--- src/rtl/fetch_stage.sv ---
// Instruction-fetch stage: owns the PC, keeps one instruction-memory request in flight,
// and feeds the IF/ID register (with a one-entry skid buffer for decode stalls).
module fetch_stage #(
    parameter int unsigned     XLEN      = 32,
    parameter logic [XLEN-1:0] RESET_PC  = '0,
    parameter logic [31:0]     NOP_INSTR = 32'h0000_0013
) (
    input  logic            clk,
    input  logic            rst_n,
    output logic            imem_req,
    output logic [XLEN-1:0] imem_addr,
    input  logic            imem_rvalid,
    input  logic [31:0]     imem_rdata,
    input  logic            id_stall,
    input  logic            branch_taken,
    input  logic [XLEN-1:0] branch_target,
    output logic            if_id_valid,
    output logic [31:0]     if_id_instr,
    output logic [XLEN-1:0] if_id_pc,
    output logic [6:0]      if_id_opcode
);

    typedef enum logic [2:0] {
        S_IDLE,
        S_ISSUE,
        S_WAIT,
        S_HOLD,
        S_DISCARD
    } state_t;

    state_t          state_q, state_d;
    logic [XLEN-1:0] pc_q, pc_d;
    logic            skid_vld_q, skid_vld_d;
    logic [31:0]     skid_instr_q, skid_instr_d;
    logic [XLEN-1:0] skid_pc_q, skid_pc_d;
    logic            if_id_valid_q, if_id_valid_d;
    logic [31:0]     if_id_instr_q, if_id_instr_d;
    logic [XLEN-1:0] if_id_pc_q, if_id_pc_d;

    logic [XLEN-1:0] pc_plus4;
    logic [XLEN-1:0] target;
    logic            accept;
    logic            flush;
    logic            load;
    logic [31:0]     load_instr;
    logic [XLEN-1:0] load_pc;

    assign pc_plus4 = pc_q + XLEN'(4);
    assign target   = branch_target & ~XLEN'(3);
    assign accept   = !id_stall || !if_id_valid_q;

    always_comb begin
        state_d      = state_q;
        pc_d         = pc_q;
        skid_vld_d   = skid_vld_q;
        skid_instr_d = skid_instr_q;
        skid_pc_d    = skid_pc_q;
        flush        = 1'b0;
        load         = 1'b0;
        load_instr   = imem_rdata;
        load_pc      = pc_q;

        // A taken branch outranks every other event in every busy state.
        case (state_q)
            S_IDLE: state_d = S_ISSUE;
            S_ISSUE: begin
                if (branch_taken) begin
                    pc_d    = target;
                    flush   = 1'b1;
                    state_d = S_DISCARD;
                end else begin
                    state_d = S_WAIT;
                end
            end
            S_WAIT: begin
                if (branch_taken) begin
                    pc_d    = target;
                    flush   = 1'b1;
                    state_d = imem_rvalid ? S_ISSUE : S_DISCARD;
                end else if (imem_rvalid) begin
                    pc_d = pc_plus4;
                    if (accept) begin
                        load    = 1'b1;
                        state_d = S_ISSUE;
                    end else begin
                        skid_vld_d   = 1'b1;
                        skid_instr_d = imem_rdata;
                        skid_pc_d    = pc_q;
                        state_d      = S_HOLD;
                    end
                end
            end
            S_HOLD: begin
                if (branch_taken) begin
                    pc_d       = target;
                    flush      = 1'b1;
                    skid_vld_d = 1'b0;
                    state_d    = S_ISSUE;
                end else if (!id_stall && skid_vld_q) begin
                    load       = 1'b1;
                    load_instr = skid_instr_q;
                    load_pc    = skid_pc_q;
                    skid_vld_d = 1'b0;
                    state_d    = S_ISSUE;
                end
            end
            S_DISCARD: begin
                if (branch_taken) begin
                    pc_d = target;
                end
                if (imem_rvalid) begin
                    state_d = S_ISSUE;
                end
            end
            default: state_d = S_IDLE;
        endcase

        // IF/ID: flush, else load, else hold on stall, else the entry is consumed.
        if (flush) begin
            if_id_valid_d = 1'b0;
            if_id_instr_d = NOP_INSTR;
            if_id_pc_d    = if_id_pc_q;
        end else if (load) begin
            if_id_valid_d = 1'b1;
            if_id_instr_d = load_instr;
            if_id_pc_d    = load_pc;
        end else if (id_stall) begin
            if_id_valid_d = if_id_valid_q;
            if_id_instr_d = if_id_instr_q;
            if_id_pc_d    = if_id_pc_q;
        end else begin
            if_id_valid_d = 1'b0;
            if_id_instr_d = NOP_INSTR;
            if_id_pc_d    = if_id_pc_q;
        end
    end

    always_ff @(posedge clk or negedge rst_n) begin
        if (!rst_n) begin
            state_q       <= S_IDLE;
            pc_q          <= RESET_PC;
            skid_vld_q    <= 1'b0;
            skid_instr_q  <= '0;
            skid_pc_q     <= '0;
            if_id_valid_q <= 1'b0;
            if_id_instr_q <= NOP_INSTR;
            if_id_pc_q    <= '0;
        end else begin
            state_q       <= state_d;
            pc_q          <= pc_d;
            skid_vld_q    <= skid_vld_d;
            skid_instr_q  <= skid_instr_d;
            skid_pc_q     <= skid_pc_d;
            if_id_valid_q <= if_id_valid_d;
            if_id_instr_q <= if_id_instr_d;
            if_id_pc_q    <= if_id_pc_d;
        end
    end

    assign imem_req     = (state_q == S_ISSUE);
    assign imem_addr    = pc_q;
    assign if_id_valid  = if_id_valid_q;
    assign if_id_instr  = if_id_instr_q;
    assign if_id_pc     = if_id_pc_q;
    assign if_id_opcode = if_id_instr_q[6:0];

endmodule
--- config.mk ---
export PLATFORM = sky130hd
export DESIGN_NAME = fetch_stage
export DESIGN_NICKNAME = d
export VERILOG_FILES = /design/src/rtl/fetch_stage.sv
export SDC_FILE = /design/constraint.sdc
export NUM_CORES = 1
export LEC_CHECK = 0
export CORE_MARGIN = 5
export CORE_UTILIZATION = 56
export CTS_BUF_LIST = sky130_fd_sc_hd__clkbuf_4 sky130_fd_sc_hd__clkbuf_8
export DETAILED_ROUTE_END_ITERATION = 6
export PLACE_DENSITY = 0.95
export SLEW_MARGIN = 25
export SYNTH_ARGS = -nofsm -noshare
export SYNTH_HDL_FRONTEND = slang
export SYNTH_SLANG_ARGS = --single-unit
--- constraint.sdc ---
create_clock -name clk -period 2.88 [get_ports clk]
set_input_delay 0.72 -clock clk [delete_from_list [all_inputs] [get_ports clk]]
set_output_delay 0.72 -clock clk [all_outputs]
set_load 0.05 [all_outputs]
==> results of run 1 <==
path summary, 6_finish.rpt:
path	start	to	slack, ns
worst max-delay path	imem_addr[9]$_DFFE_PN0P_	imem_addr[9]	0.20
worst min-delay path	rst_n	if_id_pc[7]$_DFFE_PN0P_	0.16
worst max register to register	imem_addr[9]$_DFFE_PN0P_	imem_addr[30]$_DFFE_PN0P_	0.63
worst min register to register	if_id_pc[15]$_DFFE_PN0P_	if_id_pc[15]$_DFFE_PN0P_	0.48
max in group asynchronous	rst_n	skid_instr_q[14]$_DFFE_PN0P_	2.03
min in group clk	if_id_pc[15]$_DFFE_PN0P_	if_id_pc[15]$_DFFE_PN0P_	0.48
synthesized netlist by cell type, drive strengths merged (4+ instances only):
cell type and count:
and4 4, dfrtp 156, nand4 11, inv 9, nand2 78, o22a 6, nor4 4, clkbuf 14
mux2i 65, and3 7, buf 42, mux2 62, a22oi 4, nand3 21, a21oi 26, o22ai 7
o21ai 83, nor2 26, a2bb2oi 8, nor3 5
through the flow:
step,power [W],hold WS [ns]
final,0.00977,0.163
after global routing,0.0103,0.164
after CTS,0.00980,0.141
after detailed placement,0.00795,0.470
after global placement,0.00781,0.462
after floorplan,0.00631,0.424
metal layers:
layer	track usage, %	part of all wire [%]	vias up
li1	-	-	2742
met1	30.8	40	2893
met2	42.4	51	192
met3	5.33	5.2	50
met4	11.7	3.7	0
met5	0	0	-
state kept, by name, summed over array words and instances, names as in the netlist:
signal,flops
skid_pc_q,30
imem_addr,30
if_id_valid,1
if_id_pc,30
if_id_instr,32
state_q,3
skid_instr_q,32
skid_vld_q,1
power groups by stage:
stage	combinational (W)	sequential [W]	clock [W]
4_1_cts	0.00458	0.00337	0.00185
3_5_place_dp	0.00455	0.00340	0
5_1_grt	0.00485	0.00348	0.00194
3_3_place_gp	0.00445	0.00336	0
2_1_floorplan	0.00159	0.00472	0
6_report	0.00457	0.00338	0.00182
cell type report:
cell class                 count  area [µm²]  area share, %
sequential                   159        3980           40.3
multi-input combinational    461        3230           32.8
timing repair buffer         190        1960           19.8
clock inverter                 4        97.6          0.989
inverter                       9        33.8          0.342
clock buffer                  27         347           3.51
tap                          176         220           2.23
repair_timing:
| item | in CTS | in global routing |
|---|---|---|
| setup endpoints to repair | 1 | 0 |
| buffers inserted | 0 | 0 |
| hold buffers | 0 | 0 |
| endpoints found under the hold margin | 0 | 0 |
| gates resized for setup | 1 | 0 |
logic make-up (layout without fill, tap and decap cells):
group	Yosys count	in the layout	share of synthesized area, %
buf+inv	65	230	4.85
other cells	1	4	0.0496
flops	159	159	52.7
fa+ha+maj	1	1	0.165
simple gates	173	173	11.7
mux	127	127	17.8
compound gates	156	156	12.7
==> results.yml, run 1 <==
power_and_ir_drop:
  p_clk_share_pct: 18.6
  internal_power_w: 0.00538
  pwr-share-comb_pct: 46.8
  peakVddDrop_mv: 0.743
  p_per_area_nw_per_um2: 990
  leakage_nw: 4.50
  switching_share_pct: 44.9
  seqPwrFrac_pct: 34.6
  power.switching_w: 0.00439
floorplan:
  placementRows: 42
  fp.dieArea_um2: 15900
  core_area_um2: 13200
  die_h_um: 126
  ios: 174
  die_w_um: 126
  initial_core_util_pct: 57.1
placement:
  dp_hpwl_mm: 13.5
  port_buffers: 167
  placed_area_um2: 9430
  dp.cells: 995
  place_congestion: 0.846
  pre_cts_ws_ns: 0.167
detailed_routing:
  wire_per_inst_um: 19.1
  vias_per_cell: 5.73
  drc_errors: 0
  drt-total-wl_mm: 19.6
  drt_iter0_markers: 559
  first_pass_iters: 5
  vias: 5877
  final_antenna_net_count: 0
sta:
  finClkSkew_ns: 0.00640
  tns_ns: 0
  period_needed_ns: 2.68
  rsz0062_at_grt: "no"
  fin_ws_ns: 0.197
  setup_viol: 0
  max_slew.worst_pin.slew_ns: 0.852
  slew_viol_final: 0
  fmax_mhz: 373
  fin_crit_sh_pct: 93.1
  hold_viol: 0
  slew_headroom_pct: 43.2
setup_path:
  crit_slowest_cell: "clkdlybuf4s50_1"
  crit_family: "buffers and inverters"
  path_max_fanout: 11
  slowest_delay_ns: 0.91
  cp_cell_sequence: "clkdlybuf4s50_1"
  reg2reg_depth: 5
  crit_type: "flop to primary output"
  end_kind: "primary output"
  cp.required_ns: 2.16
  cp-start-kind: "flop"
  cp_num_cells: 1
  critical_path_buf_inv_count: 1
  worstPathArrival_ns: 1.96
final_layout:
  antenna_cells: 0
  final_layout_size_suffix_gt1_share_pct: 16.0
  postLayoutCellArea_um2: 9870
  layout_commonest_cell: "clkdlybuf4s50_1"
  fin_cells: 1026
  final_cell_mix: "clkdlybuf4s50_1 (165), dfrtp_1 (156), nand2_1 (78)"
  syn_to_final_growth_pct: 30.6
  nNetsFinal: 908
  fillerInstances: 898
  utilization_pct: 74.5
min_path:
  holdCritPathClass: "primary input to async pin"
synth:
  synthArstFlopShare_pct: 100
  netlist_area_um2: 7560
  ys_seq_elements: 159
  yosysTopAreaCell: "dfrtp_1"
  synth_top_flop_cell: "dfrtp_1"
  yosys-top-cells-area: "dfrtp_1 (52%), mux2_2 (8.8%), mux2i_1 (8.6%)"
  postSynthAreaPerCell_um2: 11.1
  synth_cells: 682
  ys_warn_count: 0
  synth_edf_count: 0
  seq_area_frac_synth_pct: 52.7
  synth.distinct_cells: 68
  synth_top_area_share_pct: 51.6
clocking:
  clk_root_buffer_cell: "clkbuf_8"
  clock_path_buffers: 2
  clock_sinks: 159
  cts_tree: "done"
  clk_latency_ns: 0.44
  clkSlewWorstSetupHoldPaths_ns: 0.08
  cts-htree-levels: 4
  numCtsBuffers: 17
grt:
  grt_use_total_pct: 25.1
  antenna_found_initial: 0
  globalRouteOverflowTotal: 0
  grt_pass1_wl_mm: 31.8
  grt_pass1_vias: 6074
  grt_max_degree: 69
flow_run:
  drv_cap: 0
outcome:
  status: "completed"
(Power assumes the default switching activity.)
==> inputs of run 2 (changes only) <==
- ABC_AREA: default -> 1
- CORE_UTILIZATION: 56 -> 57
- SETUP_SLACK_MARGIN: default -> 0.2
==> results.yml, run 2 <==
synth:
  synth.distinct_cells: 32
  synth_top_flop_cell: "dfrtp_1"
  yosysTopAreaCell: "dfrtp_1"
  yosysMostFrequentCell: "nand2_1"
  synth_top_area_share_pct: 48.9
  synthArstFlopShare_pct: 100
  ys_seq_elements: 159
  synth_common_cells: "nand2_1 (379), dfrtp_1 (156), inv_1 (105), o21ai_0 (105), o21ai_1 (77)"
  netlist_area_um2: 7990
  postSynthAreaPerCell_um2: 7.47
  yosys-top-cells-area: "dfrtp_1 (49%), nand2_1 (18%), o21ai_0 (6.6%)"
  synth_edf_count: 0
  seq_area_frac_synth_pct: 49.9
  synth_cells: 1069
  ys_warn_count: 0
clocking:
  cts_tree: "done"
  cts-htree-levels: 4
  clock_sinks: 159
  cts_setup_buffers: 0
  clk_root_buffer_cell: "clkbuf_8"
  numCtsBuffers: 17
  clock_path_buffers: 2
  clk_latency_ns: 0.45
  clkSlewWorstSetupHoldPaths_ns: 0.08
sta:
  max_slew.worst_pin.slew_ns: 0.699
  fin_crit_sh_pct: 88.5
  period_needed_ns: 2.55
  fmax_mhz: 392
  finClkSkew_ns: 0.0118
  hold_viol: 0
  whs_ns: 0.279
  slew_viol_final: 0
  slew_headroom_pct: 53.4
  rsz0062_at_grt: "no"
  tns_ns: 0
  setup_viol: 0
min_path:
  holdCritPathClass: "primary input to async pin"
final_layout:
  fillerInstances: 1032
  nNetsFinal: 1285
  syn_to_final_growth_pct: 27.9
  antenna_cells: 0
  final_cell_mix: "nand2_1 (379), clkdlybuf4s50_1 (165), dfrtp_1 (156)"
  final_layout_size_suffix_gt1_share_pct: 6.51
  layout_commonest_cell: "nand2_1"
  fin_cells: 1408
setup_path:
  worstPathArrival_ns: 1.83
  cp-start-kind: "flop"
  crit_family: "flip-flops"
  crit_slowest_cell: "dfrtp_1"
  slowest_delay_ns: 0.50
  reg2reg_from: "imem_addr[4]$_DFFE_PN0P_"
  r2r-end: "imem_addr[27]$_DFFE_PN0P_"
  crit_type: "flop to primary output"
  reg2reg_depth: 9
  r2r_slack_ns: 0.79
  cp.required_ns: 2.16
  end_kind: "primary output"
  cp_cell_sequence: "nor2_4, inv_2, nor2_1, clkdlybuf4s15_2"
  path_max_fanout: 6
  critical_path_buf_inv_count: 2
detailed_routing:
  final_antenna_net_count: 0
  drt-total-wl_mm: 20.4
  drt_iter0_markers: 623
  drc_errors: 0
  first_pass_iters: 5
  vias_per_cell: 5.23
  wire_per_inst_um: 14.5
  vias: 7360
placement:
  port_buffers: 167
  place_congestion: 0.974
  dp.cells: 1376
  dp_hpwl_mm: 15.0
floorplan:
  die_w_um: 128
  initial_core_util_pct: 57.8
  die_h_um: 128
  core_area_um2: 13800
  placementRows: 43
  ios: 174
  fp.dieArea_um2: 16500
power_and_ir_drop:
  peakVddDrop_mv: 0.932
  leakage_nw: 5.02
  p_per_area_nw_per_um2: 978
grt:
  antenna_found_initial: 0
  globalRouteOverflowTotal: 0
  grt_use_total_pct: 25.7
  grt_pass1_vias: 7001
  grt_pass1_wl_mm: 33.8
  grt_max_degree: 76
flow_run:
  drv_cap: 0
outcome:
  status: "completed"
## run 2: changes by cell type after synthesis, sizes merged, moves of 30 or more
cell	change
inv	+103
mux2i	-65
o21ai	+99
nand2	+301
nand3	+30
mux2	-59
nor2	+55
## run 2: metal layers
layer / track usage (%) / vias up / wire (µm)
met4: 11.8 / 0 / 771
met1: 35.1 / 3368 / 8900
met5: 0 / - / 0
met3: 4.57 / 55 / 1280
met2: 40.2 / 283 / 9450
li1: - / 3654 / -
## run 2: worst max-delay path by stage
stage | slack [ns] | start | cells past startpoint | endpoint
after floorplan | 0.77 | state_q[2]$_DFFE_PN0P_ | 3 | imem_req
after CTS | 0.31 | state_q[2]$_DFFE_PN0P_ | 4 | imem_req
final | 0.33 | state_q[2]$_DFFE_PN0P_ | 4 | imem_req
after global placement | 0.22 | branch_taken | 7 | imem_addr[12]$_DFFE_PN0P_
after detailed placement | 0.21 | branch_taken | 7 | imem_addr[12]$_DFFE_PN0P_
after global routing | 0.24 | state_q[2]$_DFFE_PN0P_ | 4 | imem_req
## run 2: final cells by class
cell class,count,area (µm²),share of cell area [%]
flip-flops and latches,159,3980,39.0
multi-input cells,742,3290,32.2
repair buffers,183,1860,18.2
inverters,112,420,4.12
clock buffers,22,284,2.78
well taps,180,225,2.20
clock inverters,10,160,1.57
## run 2: repair_timing
action,4_1_cts,5_1_grt
hold endpoints to repair,0,0
hold buffers,0,0
setup endpoints to repair,1,0
gates resized for setup,3,0
## run 2: cell families after synthesis
group | Yosys count | share of synthesized area [%]
compound gates | 202 | 13.0
xor+xnor | 5 | 0.548
other cells | 1 | 0.0470
simple gates | 527 | 26.7
fa+ha+maj | 1 | 0.157
flops | 159 | 49.9
mux | 3 | 0.423
buf+inv | 171 | 9.28
## run 2: power breakdown
part	switching [W]	leakage [nW]	internal (W)	total (W)
Sequential	0.000520	2.09	0.00274	0.00326
Clock	0.000811	0.215	0.00102	0.00183
Combinational	0.00336	2.71	0.00154	0.00490
## run 2: through the flow
| stage | power (W) | area, µm² | utilization (%) | setup WS, ns |
|---|---|---|---|---|
| finish | 0.00999 | 10200 | 73.9 | 0.331 |
| global route | 0.0106 | 10200 | 73.9 | 0.238 |
| CTS | 0.0100 | 10200 | 73.9 | 0.310 |
| detailed placement | 0.00818 | 9770 | 70.7 | 0.208 |
| global placement | 0.00804 | 9770 | 70.7 | 0.224 |
| floorplan | 0.00658 | 8000 | - | 0.771 |
